<file path="src/rtl/rv32_pkg.sv">
// Shared RV32 fetch types and constants.
// Holds the fetch-entry bundle passed from the prefetch queue to the core.
package rv32_pkg;

  localparam int XLEN = 32;
  localparam int ILEN = 32;

  localparam logic [31:0] DEFAULT_RESET_PC = 32'h0000_0000;

  typedef struct packed {
    logic [31:0] pc;
    logic [31:0] inst;
  } fetch_entry_t;

endpackage

</file>
<file path="src/rtl/rv32_sync_fifo.sv">
// Synchronous FIFO with flush; head is the oldest entry (no bypass).
// Ports: clk, reset_ (sync, high), flush, push/din, pop, head, count, empty.
module rv32_sync_fifo #(
  parameter int WIDTH = 64,
  parameter int DEPTH = 4
) (
  input  logic                     clk,
  input  logic                     reset_,
  input  logic                     flush,
  input  logic                     push,
  input  logic [WIDTH-1:0]         din,
  input  logic                     pop,
  output logic [WIDTH-1:0]         head,
  output logic [$clog2(DEPTH):0]   count,
  output logic                     empty
);

  localparam int AW = $clog2(DEPTH);

  logic [WIDTH-1:0] mem [DEPTH];
  logic [AW-1:0]    wr_ptr;
  logic [AW-1:0]    rd_ptr;
  logic             full;
  logic             do_push;
  logic             do_pop;

  assign empty   = (count == '0);
  assign full    = (count == (AW+1)'(DEPTH));
  assign do_push = push & ~full;
  assign do_pop  = pop & ~empty;
  assign head    = mem[rd_ptr];

  always_ff @(posedge clk) begin
    if (reset_) begin
      wr_ptr <= '0;
      rd_ptr <= '0;
      count  <= '0;
      for (int i = 0; i < DEPTH; i++)
        mem[i] <= '0;
    end else if (flush) begin
      wr_ptr <= '0;
      rd_ptr <= '0;
      count  <= '0;
    end else begin
      if (do_push) begin
        mem[wr_ptr] <= din;
        wr_ptr      <= wr_ptr + AW'(1);
      end
      if (do_pop)
        rd_ptr <= rd_ptr + AW'(1);
      unique case ({do_push, do_pop})
        2'b10:   count <= count + (AW+1)'(1);
        2'b01:   count <= count - (AW+1)'(1);
        default: count <= count;
      endcase
    end
  end

endmodule

</file>
<file path="src/rtl/rv32_fetch_queue.sv">
// Instruction prefetch queue: issues word fetches, queues {pc,inst}, redirects.
// Ports: clk, reset_, imem_addr/req/rdata, inst/inst_pc/valid/ready, redirect/_pc.
module rv32_fetch_queue
  import rv32_pkg::*;
#(
  parameter int          DEPTH    = 4,
  parameter logic [31:0] RESET_PC = DEFAULT_RESET_PC
) (
  input  logic        clk,
  input  logic        reset_,
  output logic [31:0] imem_addr,
  output logic        imem_req,
  input  logic [31:0] imem_rdata,
  output logic [31:0] inst,
  output logic [31:0] inst_pc,
  output logic        inst_valid,
  input  logic        inst_ready,
  input  logic        redirect,
  input  logic [31:0] redirect_pc
);

  localparam int CW = $clog2(DEPTH) + 1;

  logic [31:0]  fetch_pc;
  logic [31:0]  inflight_pc;
  logic         inflight;
  logic         inflight_kill;
  logic [CW-1:0] count;
  logic         empty;
  logic         credit;
  logic         issue;
  logic         push;
  logic         pop;
  fetch_entry_t head;
  fetch_entry_t push_entry;

  // Reserve a slot for the read in flight so a return never finds it full.
  assign credit = (count + CW'(inflight)) < CW'(DEPTH);
  assign issue  = ~reset_ & ~redirect & credit;

  // A read returning during redirect (or reset) belongs to the old stream.
  assign push = ~reset_ & ~redirect & inflight & ~inflight_kill;

  assign inst_valid = ~reset_ & ~empty;
  assign pop        = inst_valid & inst_ready & ~redirect;

  assign push_entry.pc   = inflight_pc;
  assign push_entry.inst = imem_rdata;

  assign imem_req  = issue;
  assign imem_addr = reset_ ? RESET_PC : fetch_pc;
  assign inst      = inst_valid ? head.inst : '0;
  assign inst_pc   = inst_valid ? head.pc : '0;

  rv32_sync_fifo #(
    .WIDTH ($bits(fetch_entry_t)),
    .DEPTH (DEPTH)
  ) u_fifo (
    .clk    (clk),
    .reset_ (reset_),
    .flush  (redirect),
    .push   (push),
    .din    (push_entry),
    .pop    (pop),
    .head   (head),
    .count  (count),
    .empty  (empty)
  );

  always_ff @(posedge clk) begin
    if (reset_) begin
      fetch_pc      <= RESET_PC;
      inflight_pc   <= '0;
      inflight      <= 1'b0;
      inflight_kill <= 1'b0;
    end else begin
      inflight      <= issue;
      inflight_kill <= redirect;
      if (redirect) begin
        fetch_pc <= redirect_pc & ~32'h3;
      end else if (issue) begin
        fetch_pc    <= fetch_pc + 32'd4;
        inflight_pc <= fetch_pc;
      end
    end
  end

endmodule

</file>
<file path="config.mk">
export PLATFORM = sky130hd
export DESIGN_NAME = rv32_fetch_queue
export DESIGN_NICKNAME = d
export VERILOG_FILES = /design/src/rtl/rv32_pkg.sv /design/src/rtl/rv32_sync_fifo.sv /design/src/rtl/rv32_fetch_queue.sv
export SDC_FILE = /design/constraint.sdc
export NUM_CORES = 1
export LEC_CHECK = 0
export CELL_PAD_IN_SITES_DETAIL_PLACEMENT = 1
export CELL_PAD_IN_SITES_GLOBAL_PLACEMENT = 1
export CORE_ASPECT_RATIO = 0.6
export CORE_UTILIZATION = 45
export DETAILED_ROUTE_END_ITERATION = 8
export PLACE_DENSITY_LB_ADDON = 0.12
export SLEW_MARGIN = 10
export SYNTH_ARGS = -nofsm -noshare
export SYNTH_HDL_FRONTEND = slang
export SYNTH_SLANG_ARGS = --single-unit
</file>
<file path="constraint.sdc">
create_clock -name clk -period 3.5 [get_ports clk]
set_input_delay 0.875 -clock clk [delete_from_list [all_inputs] [get_ports clk]]
set_output_delay 0.875 -clock clk [all_outputs]
set_load 0.05 [all_outputs]
</file>
# After elaboration in Yosys (flattened, before gate mapping)
# Memories as Yosys holds them, arrays and structs flattened. A register that Yosys moved wholly into a read port is not among the register bits.
# Index checks and enable logic that the tools add are counted.
[op_classes] add_sub_neg=6 n_lt_le_gt_ge=1 n_reduce_logical=6 n_mux=17 n_eq_ne=3 n_bitwise=14
[ops] cell="two-way mux 32 bit" n=5
[ops] cell="two-way mux 64 bit" n=1
[ops] cell="OR reduction 64 bit" n=1
[ops] cell="adder 32 x 3 -> 32 bit (second input constant)" n=1
[ops] cell="AND 1 bit" n=9
[ops] cell="two-way mux 1 bit" n=7
[ops] cell="two-way mux 2 bit" n=3
[ops] cell="case mux 3 bit (2 select lines)" n=1
[ops] cell="NOT 1 bit" n=5
[ops] cell="adder 2 x 1 -> 2 bit (second input constant)" n=2
[ops] cell="nonzero test 2 bit" n=2
[ops] cell="adder 3 x 1 -> 3 bit" n=1
[ops] cell="adder 3 x 1 -> 3 bit (second input constant)" n=1
[ops] cell="== test 3 bit (second input constant)" n=1
[ops] cell="zero test 3 bit" n=1
[ops] cell="< comparator 3 bit (second input constant)" n=1
[ops] cell="subtractor 3 x 1 -> 3 bit (second input constant)" n=1
[ops] cell="== test 2 x 1 -> 1 bit (second input constant)" n=1
[ops] cell="== test 2 bit (second input constant)" n=1
[ops] cell="AND reduction 2 bit" n=1
[ops] cell="OR reduction 2 bit" n=1
[totals] wordCells=56 output_inout_bits=98 mem_count=1 regBits=73 mem_bits_rw=256
[memory_table] memory="u_fifo.mem" words=4 width=64 read_ports=1 rd_ports_with_merged_regs=1 write_ports=4 line_no="rv32_sync_fifo.sv:20" rtl="logic [WIDTH-1:0] mem [DEPTH];"

# Longest topological paths before layout
[depth] ltp_word=11 mapped_depth=10 mapped_depth_nobuf=10

# By module
# A second synthesis with hierarchy kept.
[hier_totals] hier_cells=1132 hier_area_um2=15119.5
[modules_own_cells] module="rv32_sync_fifo" seq_area_each_um2=7867.5 n_inst=1 cells_each=673 area_each_um2=11488.5
[modules_own_cells] module="rv32_fetch_queue" seq_area_each_um2=1241.2 n_inst=1 cells_each=459 area_each_um2=3631.0

# Worst setup path before layout
# OpenSTA, ideal clock, no wires.
[synth_timing] path_kind="input-to-output" from="input reset_" to="output inst_pc[22]" setup_slack_ns=0.341 path_stages=3 arrival_time_ns=2.284 n_path_buf=1 cell_sequence="nor2_1 > clkbuf_1 > and2_1"
[synth_via] elab_chain_cells=3
[synth_rtl] element="start: declaration" line_no="rv32_fetch_queue.sv:10" rtl="input logic reset_,"
[synth_rtl] element="NOT 1 bit" line_no="rv32_fetch_queue.sv:44" rtl="assign inst_valid = ~reset_ & ~empty;"
[synth_rtl] element="AND 1 bit" line_no="rv32_fetch_queue.sv:44"
[synth_rtl] element="net inst_valid" line_no="rv32_fetch_queue.sv:16" rtl="output logic inst_valid,"
[synth_rtl] element="two-way mux 32 bit" line_no="rv32_fetch_queue.sv:53" rtl="assign inst_pc = inst_valid ? head.pc : '0;"
[synth_rtl] element="end: declaration" line_no="rv32_fetch_queue.sv:15" rtl="output logic [31:0] inst_pc,"
# The timed path passes the listed nets, and every way through them passes these cells.

==> flow_summary.toml <==
[status]
status = "finished, final reports clean"

[synth]
async_reset_ff_frac = 0
syn_area_sq_um = 14400
ys_seq_area_frac = 0.614
synthCells = 1088
syn_area_per_cell_sq_um = 13.3
synth_fa_ha_area_frac = 0.00312
netlist_top_cells_area = "edfxtp_1 52%, and2_1 13%, dfxtp_1 9.8%"
yosysUniqueCellTypes = 46
synth_edf_count = 248
synth.most_common_cell = "and2_1"
synth_top_family_by_area = "simple AND/OR/NAND/NOR gates"
synth_common_cells = "311 x and2_1, 248 x edfxtp_1, 71 x dfxtp_1, 71 x nand2_1, 62 x mux4_2"
synth_top_cell_area_share = 0.516
synth_compound_area_frac = 0.0317
yosys.area_share.simple = 0.206
synth-seq-cells = 319
dominantRegCellSynth = "edfxtp_1"
synth_mux_area_frac = 0.0981
yosys.area.top_type = "edfxtp_1"
synth_xor_area_frac = 0.0200
yosysWarningCount = 0

[sta]
post-route-min-period_ns = 3.24
finalCritPeriodShare = 0.926
setup_viol = 0
fin_worst_skew_ns = 0.0136
fmax_ghz = 0.308
hold_viol = 0
fin_setup_tns_ns = 0
drv_slew = 0
tightest_slew_ns = 1.03
rsz0062_at_grt = "no"
slew_headroom = 0.312

[detailed_routing]
drt_iter0_drc = 590
drc = 0
drt-pass1-iter-count = 5
ant_nets = 0
wl_per_cell_um = 21.9
vias_per_cell = 5.39
routed_wl_um = 36700
vias = 9026

[clock_network]
cts_tree = "done"
h-tree-depth = 1
cts_setup_buffers = 0
cts_resized = 0
clock_latency_ns = 0.57
numCtsBuffers = 31
cts_root_buf = "clkbuf_16"
cts_hold_buf = 0
clock_sinks = 319
clock_tree.buffer_depth = 3
path_clk_slew_ns = 0.06

[finish]
finalInstanceArea_sq_um = 18300
drive_above_1_share = 0.203
area_delta_synth_final_pct = 26.7
diodes = 0
num-nets-final = 1306
final_util = 0.584

[die]
coreArea_sq_um = 31300
rows = 50
initial_utilization = 0.461
die-area_sq_um = 32800
die_y_um = 141
die_x_um = 233
ioPinCount = 166

[worst_setup_path]
path_max_fanout = 13
cp.required_ns = 2.62
worst-setup-path-type = "flip-flop to output pin"
cp.arrival_ns = 2.37
start_kind = "flip-flop"
end_kind = "output pin"

[global_route]
antenna_found_initial = 1
gr-usage-met2 = 0.372
met1_usage = 0.336
overflow = 0
gr-usage-all-layers = 0.230
grt_max_degree = 84
busiest_layer = "met2"
met3_usage = 0.0326
grt_pass1_wl_um = 57200
first_global_vias = 9667

[placed_design]
io_buffers = 159
place.gp.congestion = 0.790
hpwl_um = 22300
placed_area_sq_um = 17200

[pwr]
p_leak_nw = 6.67
ir_drop_mv = 0.354
p_per_area_nw_per_um2 = 455

[hold_path]
hold_class = "flip-flop to flip-flop"

[job]
maxCapViolCount = 0
## critical path, cell delays in order, from the launching register on
cell and delay (ns):
dfxtp_4 0.54, buf_4 0.36, mux4_2 0.55, and2_1 0.21, buf_12 0.15
## area by class of cell
type | count | area, sq um
clock inverter | 13 | 151
fill | 3017 | 13000
clock buffer | 44 | 926
inverter | 7 | 26.3
tap | 416 | 520
multi-input combinational | 687 | 5220
sequential | 319 | 8880
timing repair buffer | 189 | 2580
## cell families after synthesis
family          count (synthesis)
compound gates                 77
xor+xnor                       33
fa+ha+maj                       3
buf+inv                        85
flops                         319
mux                            64
other cells                     1
simple gates                  506
## routing by layer
layer	routed length (um)	vias to the layer above
met3	1480	41
li1	-	4159
met4	505	0
met5	0	-
met1	17400	4659
met2	17400	167
## flip-flops by register name (all words and copies together) (netlist names), named ones only
| signal | count |
|---|---|
| u_fifo.mem | 248 |
| fetch_pc | 30 |
| inflight_pc | 30 |
| u_fifo.count | 3 |
| u_fifo.rd_ptr | 2 |
| u_fifo.wr_ptr | 2 |
| inflight | 1 |
| inflight_kill | 1 |
## through the flow
stage | hold slack [ns] | setup slack [ns] | power, mW | std cells
global route | 0.519 | 0.139 | 8.58 | 1675
detailed placement | 0.484 | 0.135 | 4.90 | 1618
floorplan | 0.453 | 0.341 | 4.63 | 1091
finish | 0.489 | 0.258 | 8.34 | 1675
CTS | 0.493 | 0.197 | 8.40 | 1675
global placement | 0.476 | 0.205 | 4.89 | 1618
## cell usage in the layout (no fill, tap or decap), types with 4 or more instances in the layout
cell type          n
o21ai_0            4
conb_1             4
a21oi_1           42
a211oi_1          15
buf_4             45
o22ai_1            8
clkdlybuf4s50_1   64
dfxtp_1           69
xor2_1            29
edfxtp_1         248
and2_1           311
nor2_1            30
nand4_1           13
nor2b_1           30
and4_1             4
clkbuf_16         32
and3_1            17
buf_12            80
nand2_1           71
inv_1              4
clkbuf_8           8
clkinv_2           6
mux4_2            62
xnor2_1            4
clkbuf_1           4
nand3_1           13
## power breakdown
group	switching [mW]	internal, mW	leakage (nW)
sequential	0.0881	4.22	3.13
clock	1.46	2.06	0.533
combinational	0.298	0.217	3.01
total	1.84	6.49	6.67
## final timing paths
check,start,to,slack (ns),depth (start not counted)
max,flip-flop,inst[13],0.26,4
min reg2reg,inflight_pc[11],inflight_pc[11],0.49,2
min,inflight_pc[11],inflight_pc[11],0.49,2
max reg2reg,u_fifo.count[2],u_fifo.count[2],1.14,9
(Power assumes the default switching activity.)
